<file path="src/rtl/dmem_sraml_bridge.sv">
// Data-side bridge from the MEM stage to an SRAM-like bus: one bus transaction per
// memory instruction, pipeline stall until it completes, read word held across freezes.
module dmem_sraml_bridge #(
  parameter  int unsigned DW  = 32,
  localparam int unsigned BEW = DW / 8
) (
  input  logic           clk,
  input  logic           resetn,
  input  logic           cpu_data_en,
  input  logic [BEW-1:0] cpu_data_wen,
  input  logic [DW-1:0]  cpu_data_addr,
  input  logic [DW-1:0]  cpu_data_wdata,
  input  logic [1:0]     cpu_data_size,
  input  logic           cpu_flush,
  input  logic           cpu_longest_stall,
  output logic [DW-1:0]  cpu_data_rdata,
  output logic           d_stall,
  output logic           data_req,
  output logic           data_wr,
  output logic [1:0]     data_size,
  output logic [DW-1:0]  data_addr,
  output logic [DW-1:0]  data_wdata,
  input  logic           data_addr_ok,
  input  logic           data_data_ok,
  input  logic [DW-1:0]  data_rdata
);

  typedef enum logic [1:0] {
    IDLE = 2'd0,
    WAIT = 2'd1,
    DONE = 2'd2
  } state_t;

  state_t        state;
  state_t        state_nxt;
  logic [DW-1:0] rdata_buf;
  logic          issue;
  logic          complete;

  assign issue    = cpu_data_en & ~cpu_flush;
  assign complete = (state == WAIT) & data_data_ok;

  // Request fields come straight from the MEM stage; d_stall keeps them stable.
  assign data_wr    = |cpu_data_wen;
  assign data_size  = cpu_data_size;
  assign data_addr  = cpu_data_addr;
  assign data_wdata = cpu_data_wdata;

  always_ff @(posedge clk or negedge resetn) begin
    if (!resetn) begin
      state <= IDLE;
    end else begin
      state <= state_nxt;
    end
  end

  // DONE parks a finished access while the pipeline is frozen so it is never re-issued.
  always_comb begin
    state_nxt = state;
    case (state)
      IDLE: begin
        if (issue && data_addr_ok) begin
          state_nxt = WAIT;
        end
      end
      WAIT: begin
        if (data_data_ok) begin
          state_nxt = cpu_longest_stall ? DONE : IDLE;
        end
      end
      DONE: begin
        if (!cpu_longest_stall) begin
          state_nxt = IDLE;
        end
      end
      default: state_nxt = IDLE;
    endcase
  end

  always_comb begin
    data_req       = 1'b0;
    d_stall        = 1'b0;
    cpu_data_rdata = rdata_buf;
    case (state)
      IDLE: begin
        data_req = issue;
        d_stall  = issue;
      end
      WAIT: begin
        d_stall = ~data_data_ok;
        if (data_data_ok) begin
          cpu_data_rdata = data_rdata;
        end
      end
      default: begin
      end
    endcase
  end

  // Completion word is captured once and held until the next access completes.
  always_ff @(posedge clk or negedge resetn) begin
    if (!resetn) begin
      rdata_buf <= '0;
    end else if (complete) begin
      rdata_buf <= data_rdata;
    end
  end

endmodule

</file>
<file path="config.mk">
export PLATFORM = sky130hd
export DESIGN_NAME = dmem_sraml_bridge
export DESIGN_NICKNAME = d
export VERILOG_FILES = /design/src/rtl/dmem_sraml_bridge.sv
export SDC_FILE = /design/constraint.sdc
export NUM_CORES = 1
export LEC_CHECK = 0
export BUFFER_PORTS_ARGS = -buffer_cell sky130_fd_sc_hd__buf_4
export CELL_PAD_IN_SITES_DETAIL_PLACEMENT = 0
export CELL_PAD_IN_SITES_GLOBAL_PLACEMENT = 1
export CORE_MARGIN = 2
export CORE_UTILIZATION = 29
export CTS_CLUSTER_SIZE = 25
export DETAILED_ROUTE_END_ITERATION = 12
export PLACE_DENSITY_LB_ADDON = 0.1
export SLEW_MARGIN = 20
export SYNTH_ARGS = -nofsm -noshare
export SYNTH_HDL_FRONTEND = slang
export SYNTH_SLANG_ARGS = --single-unit
</file>
<file path="constraint.sdc">
create_clock -name clk -period 2.5 [get_ports clk]
set_clock_uncertainty 0.2 [all_clocks]
set_input_delay 0.5 -clock clk [delete_from_list [all_inputs] [get_ports clk]]
set_output_delay 0.5 -clock clk [all_outputs]
set_load 0.1 [all_outputs]
</file>
==> results.json, run 1 <==
{
  "synth_fa_ha_area_frac": 0,
  "rows": 33,
  "cts.htree.levels": 2,
  "clk_pin_slew_ps": 70,
  "r2r_end": "rdata_buf[9]",
  "crit_type": "register to primary output",
  "clkPwrFrac": 0.114,
  "drt_pre_antenna_iters": 4,
  "cts_tree": "built",
  "dp_cells": 293,
  "p_int_mw": 1.70,
  "die_width_um": 95.3,
  "ys_async_sr_fraction": 1.00,
  "wl_per_cell_um": 15.3,
  "regArea_um2": 852,
  "r2r_cells": 3,
  "grt_use_total": 0.100,
  "cts_made_buffers": 5,
  "finalWorstSetupSlack_ps": 84.7,
  "portBuffers": 77,
  "pin_count": 210,
  "netlist_area_um2": 2420,
  "power_density_nw_per_um2": 1350,
  "worstPathMaxFanout": 23,
  "crit_path_start_kind": "register",
  "fin_crit_sh": 0.966,
  "drt-initial-drc-count": 7,
  "syn_area_per_cell_um2": 13.4,
  "min_path_type": "primary input to register",
  "slew_headroom": 0.696,
  "syn2layout_area_growth_pct": 12.0,
  "clock_path_buffers": 2,
  "endpoint_kind": "primary output",
  "max_freq_mhz": 414,
  "critPathRequiredTime_ps": 1800,
  "seqPwrFrac": 0.230,
  "synth-compound-area-share": 0.00776,
  "yosys_warnings": 0,
  "final_cells": 302,
  "swShare": 0.537,
  "wl_um": 4620,
  "cts-root-buf": "clkbuf_8",
  "synth_seq_cells": 34,
  "finalHoldViolations": 0,
  "min_to": "rdata_buf[28]",
  "die_area_um2": 9090,
  "leakagePower_nw": 1.43,
  "cp.arrival_ps": 1720,
  "synth_cell_types": 15,
  "multi_input_area_um2": 988,
  "fill_cells": 799,
  "holdPathStages": 2,
  "grt_pass1_vias": 1423,
  "seq_area_frac_synth": 0.352,
  "clk_latency_ps": 280,
  "worstHoldStart": "data_rdata[28]",
  "p_total_mw": 3.67,
  "grt_max_degree": 35,
  "timing.rr.start": "state[1]",
  "drv_slew": 0,
  "place_hpwl_um": 3550,
  "synthMuxAreaShare": 0.374,
  "initial_utilization": 0.297,
  "grt_pass1_wl_um": 7070,
  "status": "complete, no violations",
  "syn_inst": 181,
  "antenna_cells": 0,
  "gp_congestion": 0.711,
  "detail-route-antenna-nets": 0,
  "nets": 305,
  "vias": 1275,
  "max_slew.worst_pin.slew_ps": 457,
  "setup_viol": 0,
  "max_cap_violations": 0,
  "synth_top_family_by_area": "multiplexers",
  "core-area_um2": 8130,
  "rsz0062_at_grt": "no",
  "p_sw_mw": 1.97,
  "min_period_ps": 2420,
  "drc": 0,
  "overflow": 0,
  "via_per_inst": 4.22,
  "synth_xor_area_frac": 0,
  "clkSinkCount": 34,
  "drive_above_1_share": 0.792,
  "syn_nets": 290,
  "p_comb_frac": 0.656,
  "die_h_um": 95.3,
  "ir_drop_mv": 0.732,
  "postCtsSetupRepairBufs": 0,
  "place_ws_ps": 243,
  "synth_simple_gate_area_frac": 0.0243,
  "synthFlopType": "dfrtp_1",
  "synth-edff-count": 0,
  "antenna_found_initial": 0,
  "rrSetupSlack_ps": 990
}
[per-stage QoR]
step	util	hold slack [ps]	TNS (ps)	instance area (um^2)
floorplan	-	4.41	-104	2430
global placement	0.321	287	0	2610
detailed placement	0.321	294	0	2610
CTS	0.333	244	0	2710
global route	0.333	243	0	2710
finish	0.333	258	0	2710
[critical path, stage by stage (launching register included)]
cell and delay, ps:
dfrtp_2 450, nand3b_4 220, buf_12 210, mux2_4 320, buf_4 230
[area by class of cell]
cell class,count,area share
flip-flops and latches,34,0.314
multi-input cells,74,0.365
well taps,105,0.0485
clock inverters,1,0.00185
repair buffers,81,0.239
clock buffers,7,0.0318
[Yosys cell counts, types with 3 or more instances]
| cell | n | area, um^2 |
|---|---|---|
| buf_4 | 66 | 495 |
| mux2_4 | 49 | 736 |
| dfrtp_1 | 34 | 851 |
| mux2_2 | 15 | 169 |
| buf_8 | 5 | 75.1 |
| nand2b_1 | 3 | 18.8 |
[routing by layer]
metal	global-route usage	wire, um
met1	0.113	1670
met2	0.147	2060
met3	0.0711	801
met4	0.0374	87
met5	0	0
[sequential cells by signal, indices dropped and copies added, names as in the netlist]
register,count
rdata_buf,32
state,2
[repair_timing]
action	in CTS	in global routing
resized for setup	0	1
hold endpoints to repair	34	0
setup endpoints to repair	0	13
hold buffers	1	0
[power groups by stage]
stage	Clock, mW	Sequential, mW	Combinational (mW)
final	0.419	0.844	2.41
after detailed placement	0	0.847	2.43
after global routing	0.467	0.870	2.49
after floorplan	0	0.818	2.55
after CTS	0.446	0.842	2.43
after global placement	0	0.843	2.42
[worst max-delay path by stage]
stage | from | endpoint | slack, ps | cells after the start
after floorplan | cpu_flush | d_stall | -100 | 2
after global routing | state[1] | cpu_data_rdata[29] | 10 | 4
after CTS | state[1] | cpu_data_rdata[29] | 20 | 4
after global placement | data_data_ok | cpu_data_rdata[29] | 250 | 5
after detailed placement | data_data_ok | cpu_data_rdata[29] | 240 | 5
final | state[1] | cpu_data_rdata[8] | 80 | 4
[cell families (layout without fill, tap and decap cells)]
kind of cell	after synthesis	count (layout)
simple gates	7	7
mux	64	64
compound gates	3	3
buf+inv	73	89
flops	34	34
[placed cells by master, fill, tap and decap left out, drive strengths merged]
cell | Yosys | final
or3b | 1 | 1
or4 | 1 | 1
mux2 | 64 | 64
clkbuf | 0 | 7
a21oi | 1 | 1
nand2b | 3 | 3
nand3b | 1 | 1
clkinv | 0 | 1
a21boi | 1 | 1
buf | 73 | 80
o22ai | 1 | 1
dfrtp | 34 | 34
dlygate4sd3 | 0 | 1
nor2 | 1 | 1
Note: power is estimated with default switching activity, not from simulation.
==> inputs of run 2 (changes only) <==
--- a/config.mk
+++ b/config.mk
@@ -5,11 +5,12 @@
 export SDC_FILE = /design/constraint.sdc
 export NUM_CORES = 1
 export LEC_CHECK = 0
+export ABC_AREA = 1
 export BUFFER_PORTS_ARGS = -buffer_cell sky130_fd_sc_hd__buf_4
 export CELL_PAD_IN_SITES_DETAIL_PLACEMENT = 0
 export CELL_PAD_IN_SITES_GLOBAL_PLACEMENT = 1
 export CORE_MARGIN = 2
-export CORE_UTILIZATION = 29
+export CORE_UTILIZATION = 27
 export CTS_CLUSTER_SIZE = 25
 export DETAILED_ROUTE_END_ITERATION = 12
 export PLACE_DENSITY_LB_ADDON = 0.1
==> run 2 against run 1 <==
Net effect: design area rose by 0.51%; combinational power rose by 3%; highest routed layer unchanged; sequential power rose by 0.5%; largest cell class is now registers; fmax rose by 1.9%; area after synthesis fell by 3.4%; synthesized cell count rose by 43%.
==> results.json, run 2 <==
{
  "status": "complete, no violations",
  "wl_um": 4380,
  "place_ws_ps": 243,
  "finalWorstSetupSlack_ps": 130,
  "grt_max_degree": 35,
  "syn_area_per_cell_um2": 9.02,
  "p_int_mw": 1.58,
  "netlist_area_um2": 2340,
  "crit_type": "register to primary output",
  "grt_pass1_vias": 1500,
  "yosys_warnings": 0,
  "clk_pin_slew_ps": 70,
  "seqPwrFrac": 0.225,
  "antenna_found_initial": 0,
  "drv_slew": 0,
  "drc": 0,
  "min_period_ps": 2370,
  "crit_path_start_kind": "register",
  "syn_nets": 368,
  "power_density_nw_per_um2": 1380,
  "setup_viol": 0,
  "via_per_inst": 4.15,
  "clock_path_buffers": 2,
  "cts.htree.levels": 2,
  "overflow": 0,
  "max_slew.worst_pin.slew_ps": 450,
  "synth.most_common_cell": "buf_4",
  "syn_inst": 259,
  "drt_pre_antenna_iters": 5,
  "synth-edff-count": 0,
  "final_cell_mix": "65 x buf_4, 39 x o21ai_2, 38 x inv_1",
  "grt_use_total": 0.0962,
  "leakagePower_nw": 1.40,
  "vias": 1567,
  "nets": 381,
  "synthTopCellsByArea": "dfrtp_1 36%, buf_4 21%, o21ai_2 12%",
  "final_common_cell": "buf_4",
  "synth_common_cells": "66 x buf_4, 38 x inv_1, 34 x dfrtp_1",
  "place_hpwl_um": 3420,
  "finalHoldViolations": 0,
  "p_sw_mw": 2.18,
  "grt_pass1_wl_um": 7300,
  "cp.arrival_ps": 1670,
  "rsz0062_at_grt": "yes",
  "die_width_um": 97.0,
  "placed_cell_area_um2": 2570,
  "clkPwrFrac": 0.112,
  "core-area_um2": 8300,
  "die_area_um2": 9420,
  "p_total_mw": 3.76,
  "endpoint_kind": "primary output",
  "reg.largest.list": "rdata_buf: 32 flops, state: 2 flops",
  "synth_cell_types": 17,
  "seq_area_frac_synth": 0.364,
  "clkSinkCount": 34,
  "synthFlopType": "dfrtp_1",
  "cts_made_buffers": 5,
  "detail-route-antenna-nets": 0,
  "largest_register": "rdata_buf",
  "die_h_um": 97.0,
  "gp_congestion": 0.650,
  "synth_seq_cells": 34,
  "ys_async_sr_fraction": 1.00,
  "drt-initial-drc-count": 37,
  "drive_above_1_share": 0.531,
  "worstPathMaxFanout": 20,
  "yosysTopAreaCell": "dfrtp_1",
  "syn2layout_area_growth_pct": 16.6,
  "wl_per_cell_um": 11.6,
  "p_comb_frac": 0.663,
  "min_path_type": "primary input to register",
  "rows": 33,
  "portBuffers": 77,
  "clk_latency_ps": 270,
  "synth_top_area_share": 0.364,
  "slew_headroom": 0.700,
  "antenna_cells": 0,
  "cts_tree": "built",
  "max_freq_mhz": 422,
  "finalInstanceArea_um2": 2730,
  "max_cap_violations": 0,
  "fin_crit_sh": 0.948,
  "fill_cells": 870,
  "initial_utilization": 0.282,
  "swShare": 0.580,
  "critPathRequiredTime_ps": 1800,
  "cts-root-buf": "clkbuf_8",
  "pin_count": 210,
  "ir_drop_mv": 0.516,
  "largest_reg_flops": 32,
  "tns_ps": 0
}
[run 2: cell count changes after synthesis, sizes merged, moves of 2 or more]
cell	previous run	this run
inv	0	38
o21ai	0	65
nor2	1	5
mux2	64	0
nand2b	3	0
nand2	0	36
nand4	0	2
nand3	0	3
buf	73	75
[run 2: cell type report]
type                            count  area (um^2)  area share
Inverter                           38          143      0.0523
Timing Repair Buffer               82          721       0.264
Sequential cell                    34          851       0.312
Multi-Input combinational cell    111          788       0.289
Clock buffer                        7         86.3      0.0317
Tap cell                          105          131      0.0482
Clock inverter                      1         5.00     0.00184
[run 2: worst paths after layout]
kind	from	to	slack [ps]	depth (start not counted)
worst max-delay path	state[1]	cpu_data_rdata[17]	130	5
worst min-delay path	data_rdata[4]	rdata_buf[4]	280	3
worst max register to register	state[1]	rdata_buf[30]	1050	5
worst min register to register	rdata_buf[6]	rdata_buf[6]	280	2
min in group asynchronous	resetn	rdata_buf[4]	500	2
max in group asynchronous	resetn	rdata_buf[13]	1270	2
[run 2: what timing repair did]
action	CTS	global route
hold buffers	1	0
endpoints found under the setup margin	0	12
gates resized for setup	0	14
setup buffers	0	0
hold endpoints to repair	34	0
[run 2: through the flow]
step	util	hold slack, ps	instances
final	0.328	279	378
after global routing	0.328	285	378
after CTS	0.322	267	378
after detailed placement	0.310	270	369
after global placement	0.310	263	369
after floorplan	-	4.41	259
[run 2: logic make-up (layout without fill, tap and decap cells)]
family / Yosys count / count (layout) / share of synthesized area
and+or+nand+nor: 46 / 46 / 0.131
AOI/OAI and AO/OA: 65 / 65 / 0.192
buffers and inverters: 114 / 128 / 0.313
DFF: 34 / 34 / 0.364
[run 2: critical path: stages, from the launching register on]
cell	delay (ps)
dfrtp_1	400
inv_1	140
nand3_4	190
buf_12	230
o21ai_2	120
buf_4	300
[run 2: power by group through the flow]
| stage | combinational, mW | sequential, mW | clock [mW] |
|---|---|---|---|
| after detailed placement | 2.44 | 0.859 | 0 |
| after floorplan | 2.51 | 0.846 | 0 |
| after CTS | 2.45 | 0.850 | 0.449 |
| after global routing | 2.61 | 0.869 | 0.468 |
| final | 2.49 | 0.848 | 0.422 |
| after global placement | 2.45 | 0.860 | 0 |
[run 2: layer usage]
| metal | vias to the layer above | track usage | part of all wire |
|---|---|---|---|
| met2 | 71 | 0.158 | 0.51 |
| met3 | 25 | 0.0332 | 0.092 |
| met5 | - | 0 | 0 |
| met1 | 697 | 0.106 | 0.35 |
| li1 | 774 | - | - |
| met4 | 0 | 0.0628 | 0.039 |
